**src/rtl/tone_pkg.sv**
```systemverilog
// Shared constants for the polyphonic tone bank.
// Half-periods are in 50 MHz clock cycles for C4..C5.
package tone_pkg;

  localparam int OCT_W     = 2;
  localparam int NUM_NOTES = 8;

  localparam int unsigned BASE_HALF [NUM_NOTES] = '{
    95556, 85131, 75843, 71586,
    63776, 56818, 50619, 47778
  };

endpackage

```
**src/rtl/tone_voice.sv**
```systemverilog
// One tone voice: key synchronizer, debounce,
// octave-scaled divider, phase and speaker register.
module tone_voice
  import tone_pkg::*;
#(
  parameter int          DIV_W      = 17,
  parameter int          DEB_CYCLES = 250000,
  parameter int unsigned BASE       = 95556
) (
  input  logic             clk,
  input  logic             rst_n,
  input  logic             i_key,
  input  logic [OCT_W-1:0] i_octave,
  input  logic             i_mute,
  output logic             o_active,
  output logic             o_speaker
);

  localparam int DEB_W = $clog2(DEB_CYCLES + 1);
  localparam logic [DEB_W-1:0] DEB_LAST =
    DEB_W'(DEB_CYCLES - 1);
  localparam logic [DIV_W-1:0] BASE_V = DIV_W'(BASE);

  logic [1:0]       r_sync;
  logic [DEB_W-1:0] r_deb;
  logic             r_active;
  logic [DIV_W-1:0] r_cnt;
  logic [DIV_W-1:0] r_half;
  logic             r_phase;
  logic             r_spk;

  logic             w_key_s;
  logic [DIV_W-1:0] w_shift;
  logic [DIV_W-1:0] w_half;
  logic             w_wrap;

  assign w_key_s = r_sync[1];
  assign w_shift = BASE_V >> i_octave;
  assign w_half  = (w_shift == '0) ? DIV_W'(1) : w_shift;
  assign w_wrap  = (r_cnt == r_half - DIV_W'(1));

  always_ff @(posedge clk or negedge rst_n) begin
    if (!rst_n) begin
      r_sync <= '0;
    end else begin
      r_sync <= {r_sync[0], i_key};
    end
  end

  always_ff @(posedge clk or negedge rst_n) begin
    if (!rst_n) begin
      r_deb    <= '0;
      r_active <= 1'b0;
    end else if (w_key_s != r_active) begin
      if (r_deb == DEB_LAST) begin
        r_deb    <= '0;
        r_active <= w_key_s;
      end else begin
        r_deb <= r_deb + DEB_W'(1);
      end
    end else begin
      r_deb <= '0;
    end
  end

  // Octave is latched into r_half only at note start
  // and at each toggle, so a half-period never changes.
  always_ff @(posedge clk or negedge rst_n) begin
    if (!rst_n) begin
      r_cnt   <= '0;
      r_half  <= DIV_W'(1);
      r_phase <= 1'b0;
    end else if (!r_active) begin
      r_cnt   <= '0;
      r_half  <= w_half;
      r_phase <= 1'b0;
    end else if (w_wrap) begin
      r_cnt   <= '0;
      r_half  <= w_half;
      r_phase <= ~r_phase;
    end else begin
      r_cnt <= r_cnt + DIV_W'(1);
    end
  end

  always_ff @(posedge clk or negedge rst_n) begin
    if (!rst_n) begin
      r_spk <= 1'b0;
    end else begin
      r_spk <= r_phase & r_active & ~i_mute;
    end
  end

  assign o_active  = r_active;
  assign o_speaker = r_spk;

endmodule

```
**src/rtl/poly_tone_bank.sv**
```systemverilog
// Bank of independent square-wave voices with a
// registered popcount mix of the speaker lines.
module poly_tone_bank
  import tone_pkg::*;
#(
  parameter int NUM_VOICES = 8,
  parameter int DIV_W      = 17,
  parameter int DEB_CYCLES = 250000,
  parameter int MIX_W      = $clog2(NUM_VOICES + 1)
) (
  input  logic                  clk,
  input  logic                  rst_n,
  input  logic [NUM_VOICES-1:0] key,
  input  logic [OCT_W-1:0]      octave,
  input  logic                  mute,
  output logic [NUM_VOICES-1:0] speaker,
  output logic [NUM_VOICES-1:0] active,
  output logic [MIX_W-1:0]      mix
);

  logic [1:0]       r_rst;
  logic [MIX_W-1:0] r_mix;
  logic             w_rst_n;
  logic [MIX_W-1:0] w_pop;

  // Assert asynchronously, release on a clock edge.
  always_ff @(posedge clk or negedge rst_n) begin
    if (!rst_n) begin
      r_rst <= '0;
    end else begin
      r_rst <= {r_rst[0], 1'b1};
    end
  end

  assign w_rst_n = r_rst[1];

  for (genvar v = 0; v < NUM_VOICES; v++) begin : g_voice
    tone_voice #(
      .DIV_W      (DIV_W),
      .DEB_CYCLES (DEB_CYCLES),
      .BASE       (BASE_HALF[v % NUM_NOTES])
    ) u_voice (
      .clk       (clk),
      .rst_n     (w_rst_n),
      .i_key     (key[v]),
      .i_octave  (octave),
      .i_mute    (mute),
      .o_active  (active[v]),
      .o_speaker (speaker[v])
    );
  end

  always_comb begin
    w_pop = '0;
    for (int i = 0; i < NUM_VOICES; i++) begin
      w_pop = w_pop + MIX_W'(speaker[i]);
    end
  end

  always_ff @(posedge clk or negedge w_rst_n) begin
    if (!w_rst_n) begin
      r_mix <= '0;
    end else begin
      r_mix <= w_pop;
    end
  end

  assign mix = r_mix;

endmodule
```
**config.mk**
```make
export PLATFORM = sky130hd
export DESIGN_NAME = poly_tone_bank
export DESIGN_NICKNAME = d
export VERILOG_FILES = /design/src/rtl/tone_pkg.sv /design/src/rtl/tone_voice.sv /design/src/rtl/poly_tone_bank.sv
export SDC_FILE = /design/constraint.sdc
export NUM_CORES = 1
export LEC_CHECK = 0
export BUFFER_PORTS_ARGS = -buffer_cell sky130_fd_sc_hd__buf_4
export CAP_MARGIN = 30
export CORE_MARGIN = 2
export CORE_UTILIZATION = 51
export DETAILED_ROUTE_END_ITERATION = 6
export PLACE_DENSITY = 0.76
export SLEW_MARGIN = 15
export SYNTH_ARGS = -nofsm -noshare
export SYNTH_HDL_FRONTEND = slang
export SYNTH_SLANG_ARGS = --single-unit
export TNS_END_PERCENT = 1
```
**constraint.sdc**
```tcl
create_clock -name clk -period 12.6 [get_ports clk]
set_input_delay 0.63 -clock clk [delete_from_list [all_inputs] [get_ports clk]]
set_output_delay 0.63 -clock clk [all_outputs]
set_load 0.05 [all_outputs]
```
==> qor.log <==
[layout] post-layout utilization of the core 56.9%
[timing] slew at the pin with the worst max-slew slack 0.937 ns
[logic_synthesis] count of mapped cells out of synthesis 2331
[logic_synthesis] Netlist cell types 80
[timing] final-layout setup total negative slack 0 ns
[drt] post-detailed-route wirelength per cell 15.6 um
[setup_path] arrival time reported for the critical path endpoint 4.08 ns
[status] result of the run complete, no violations
[clock_network] buffers inserted during post-CTS setup optimization 0
[clock_network] clock tree from TritonCTS yes
[min_path] path class of the lowest-slack min-delay path primary input to register
[clock_network] cell chosen for the clock root sky130_fd_sc_hd__clkbuf_16
[place] input/output buffers 32
[die] number of I/O pins 33
[global_routing] global route overflow 0
[clock_network] clock buffer count from CTS 45
[drt] first-pass iteration count of the detailed router 5
[timing] final hold viol count 0
[logic_synthesis] mean cell area of the mapped netlist 9.62 um2
[drt] DR DRC count 0
[logic_synthesis] net count of the mapped netlist 2384
[logic_synthesis] flop and latch count out of synthesis 413
[clock_network] Hold Buf Count CTS 1
[job] max cap viols 0
[timing] setup repair after global routing missed its margin false
[place] placer congestion estimate 0.892
[layout] number of nets at the end of the flow 2377
[setup_path] CP endpoint kind register
[logic_synthesis] netlist area before placement 22400 um2
[setup_path] kind of critical path register to register
[place] Placed Area 23100 um2
[die] DIE AREA 45700 um2
[timing] remaining max-slew budget at the tightest pin 37.4%
[clock_network] Reg clk slew, reported paths 0.06 ns
[clock_network] maximum root-to-sink buffer count 3
[layout] count of inserted antenna diode cells 0
[logic_synthesis] proportion of synthesized chip area in sequential cells 46.1%
[global_routing] maximum number of pins on one net before global-route repair 80
[logic_synthesis] number of flops mapped to enable cells by yosys 0
[power_and_ir_drop] Pwr per Cell Area 117 nW/um2
[global_routing] total routing usage reported by global routing 20.8%
[clock_network] clock insertion delay at the later pin of the skew report 0.57 ns
[clock_network] number of cells upsized or downsized after cts 0
[global_routing] global-route wire length before repair 78.3 mm
[timing] final count of negative-setup-slack endpoints 0
[power_and_ir_drop] maximum vdd ir drop 0.0881 mV
[drt] Routed Wire Length 46.1 mm
[clock_network] CTS HTree Levels 2
[timing] Final min period 3.63 ns
[setup_path] crit start category register
[timing] final hold slack 0.161 ns
[die] die boundary height 214 um
[setup_path] Req. time, crit path 13.05 ns
[layout] fin area 24600 um2
[place] post-detailed-placement half-perimeter wirelength 31.6 mm
[drt] Detail Route Antenna Nets 0
[logic_synthesis] share of synthesized registers carrying an async set or reset 100%
[global_routing] number of antenna violations at the first check in global routing 0
[die] effective utilization at floorplan 51.8%
[power_and_ir_drop] P_leak 10.5 nW
[clock_network] clock sinks 413
[timing] Fin Clk Skew 0.0160 ns
[logic_synthesis] Post-synth top flop sky130_fd_sc_hd__dfrtp_1
[layout] growth of design area from synthesis to finish 9.77%
[die] die outline width 214 um
[logic_synthesis] number of warnings printed during yosys synthesis 0
[die] placement row count 76
[drt] vias per cell 5.53
[drt] count of vias placed by the detailed router 16300
[layout] fraction of final layout cells sized beyond drive strength 1 8.51%
[timing] Fmax achieved 0.276 GHz
[global_routing] number of global-route vias before repair 16200
[timing] part of the cycle the worst path needs 28.8%
[setup_path] Crit Path Max Fanout 24
[die] area inside the core boundary 43300 um2
[drt] 1st-iter DRT viols 1185
[timing] total count of max-transition violations in the final report 0
[layout make-up]
class / count / area (um2)
repair buffers: 47 / 408
clock buffers: 61 / 1270
fillers: 3694 / 18700
inverters: 87 / 327
flip-flops and latches: 413 / 10300
clock inverters: 23 / 243
multi-input cells: 1730 / 11300
well taps: 585 / 732
[per-stage QoR]
step           setup slack, ns  power, mW  cells
6_report                  8.97       2.88   2946
2_1_floorplan            0.251       1.52   2331
4_1_cts                   8.97       2.91   2945
3_3_place_gp              8.99       1.56   2858
3_5_place_dp              8.98       1.57   2860
5_1_grt                   8.73       3.00   2946
[cell usage in the layout (no fill, tap or decap), types with 37 or more instances in the layout]
cell	n
sky130_fd_sc_hd__inv_1	87
sky130_fd_sc_hd__nor3_1	52
sky130_fd_sc_hd__xnor2_1	184
sky130_fd_sc_hd__nand2_1	133
sky130_fd_sc_hd__nand4_1	42
sky130_fd_sc_hd__mux2_2	39
sky130_fd_sc_hd__nor2_1	381
sky130_fd_sc_hd__and3_1	50
sky130_fd_sc_hd__a21oi_1	37
sky130_fd_sc_hd__buf_4	43
sky130_fd_sc_hd__clkbuf_16	47
sky130_fd_sc_hd__mux2i_1	43
sky130_fd_sc_hd__xor2_1	199
sky130_fd_sc_hd__dfrtp_1	404
sky130_fd_sc_hd__nand3_1	156
[worst max-delay path, cell delays in order (launching register included)]
cell	delay (ns)
sky130_fd_sc_hd__dfrtp_1	0.47
sky130_fd_sc_hd__inv_1	0.13
sky130_fd_sc_hd__ha_1	0.22
sky130_fd_sc_hd__ha_1	0.23
sky130_fd_sc_hd__nor4b_4	0.33
sky130_fd_sc_hd__xnor2_1	0.12
sky130_fd_sc_hd__o31ai_1	0.20
sky130_fd_sc_hd__a32oi_1	0.08
sky130_fd_sc_hd__or4_1	0.57
sky130_fd_sc_hd__nand2_1	0.73
sky130_fd_sc_hd__mux2_2	0.42
[cells by family (layout without fill, tap and decap cells)]
family          count (synthesis)  in the layout  share of synthesized area [%]
simple gates                 1046           1046                           23.6
flops                         413            413                           46.1
xor+xnor                      383            383                           15.0
buf+inv                       188            218                           3.72
compound gates                178            178                           5.34
mux                            82             82                           3.88
fa+ha+maj                      40             40                           2.37
other cells                     1              1                         0.0167
[sequential cells by signal, summed over array words and instances, names as in the netlist]
| name | flops |
|---|---|
| g_voice.u_voice.r_cnt | 136 |
| g_voice.u_voice.r_deb | 144 |
| r_rst | 2 |
| g_voice.u_voice.r_sync | 16 |
| mix | 4 |
| g_voice.u_voice.o_speaker | 8 |
| g_voice.u_voice.r_half | 87 |
| g_voice.u_voice.o_active | 8 |
| g_voice.u_voice.r_phase | 8 |
[routing by layer]
layer	GRT usage [%]	up-vias	share of wire, %	wire [um]
met5	0	-	0	0
met3	3.25	75	4.1	1870
met4	8.05	0	2.9	1340
li1	-	7927	-	-
met2	33.7	285	47	21600
met1	28.3	8006	46	21200
[power by group]
part           internal, mW  switching [mW]
logic                0.0614          0.0933
clock network         0.793           0.543
registers              1.35          0.0377
[synthesized netlist by cell type, drive strengths merged, types with 14 or more instances]
| master | number | share of area, % |
|---|---|---|
| o21ai | 40 | 0.91 |
| nand4 | 42 | 1.2 |
| nor3 | 53 | 1.2 |
| ha | 36 | 2.0 |
| nand2 | 134 | 2.3 |
| nor4b | 15 | 0.68 |
| clkbuf | 52 | 0.87 |
| inv | 87 | 1.5 |
| or3 | 27 | 0.75 |
| nor2b | 24 | 0.67 |
| nor2 | 381 | 6.4 |
| nand2b | 21 | 0.59 |
| buf | 49 | 1.4 |
| nand3 | 156 | 3.5 |
| xor2 | 199 | 7.8 |
| mux2 | 39 | 2.0 |
| dfrtp | 405 | 45 |
| nand3b | 14 | 0.47 |
| and3 | 50 | 1.4 |
| mux2i | 43 | 1.9 |
| and4 | 16 | 0.62 |
| nor4 | 41 | 1.3 |
| xnor2 | 184 | 7.2 |
| a21oi | 37 | 0.83 |
[path summary, 6_finish.rpt]
| kind | cells after the start | startpoint | slack [ns] | end |
|---|---|---|---|---|
| max in group asynchronous | 5 | r_rst[1]$_DFF_PN0_ | 9.51 | g_voice[2].u_voice.r_half[0]$_DFFE_PN1P_ |
| worst max register to register | 10 | g_voice[2].u_voice.r_half[6]$_DFFE_PN0P_ | 8.97 | g_voice[2].u_voice.r_half[14]$_DFFE_PN0P_ |
| worst min register to register | 0 | r_rst[1]$_DFF_PN0_ | 0.33 | g_voice[0].u_voice.r_sync[0]$_DFF_PN0_ |
| worst min-delay path | 1 | key[4] | 0.16 | g_voice[4].u_voice.r_sync[0]$_DFF_PN0_ |
| worst max-delay path | 10 | g_voice[2].u_voice.r_half[6]$_DFFE_PN0P_ | 8.97 | g_voice[2].u_voice.r_half[14]$_DFFE_PN0P_ |
| min in group asynchronous | 0 | r_rst[1]$_DFF_PN0_ | 0.33 | g_voice[0].u_voice.r_sync[0]$_DFF_PN0_ |
Power figures use the tool's default switching activity.
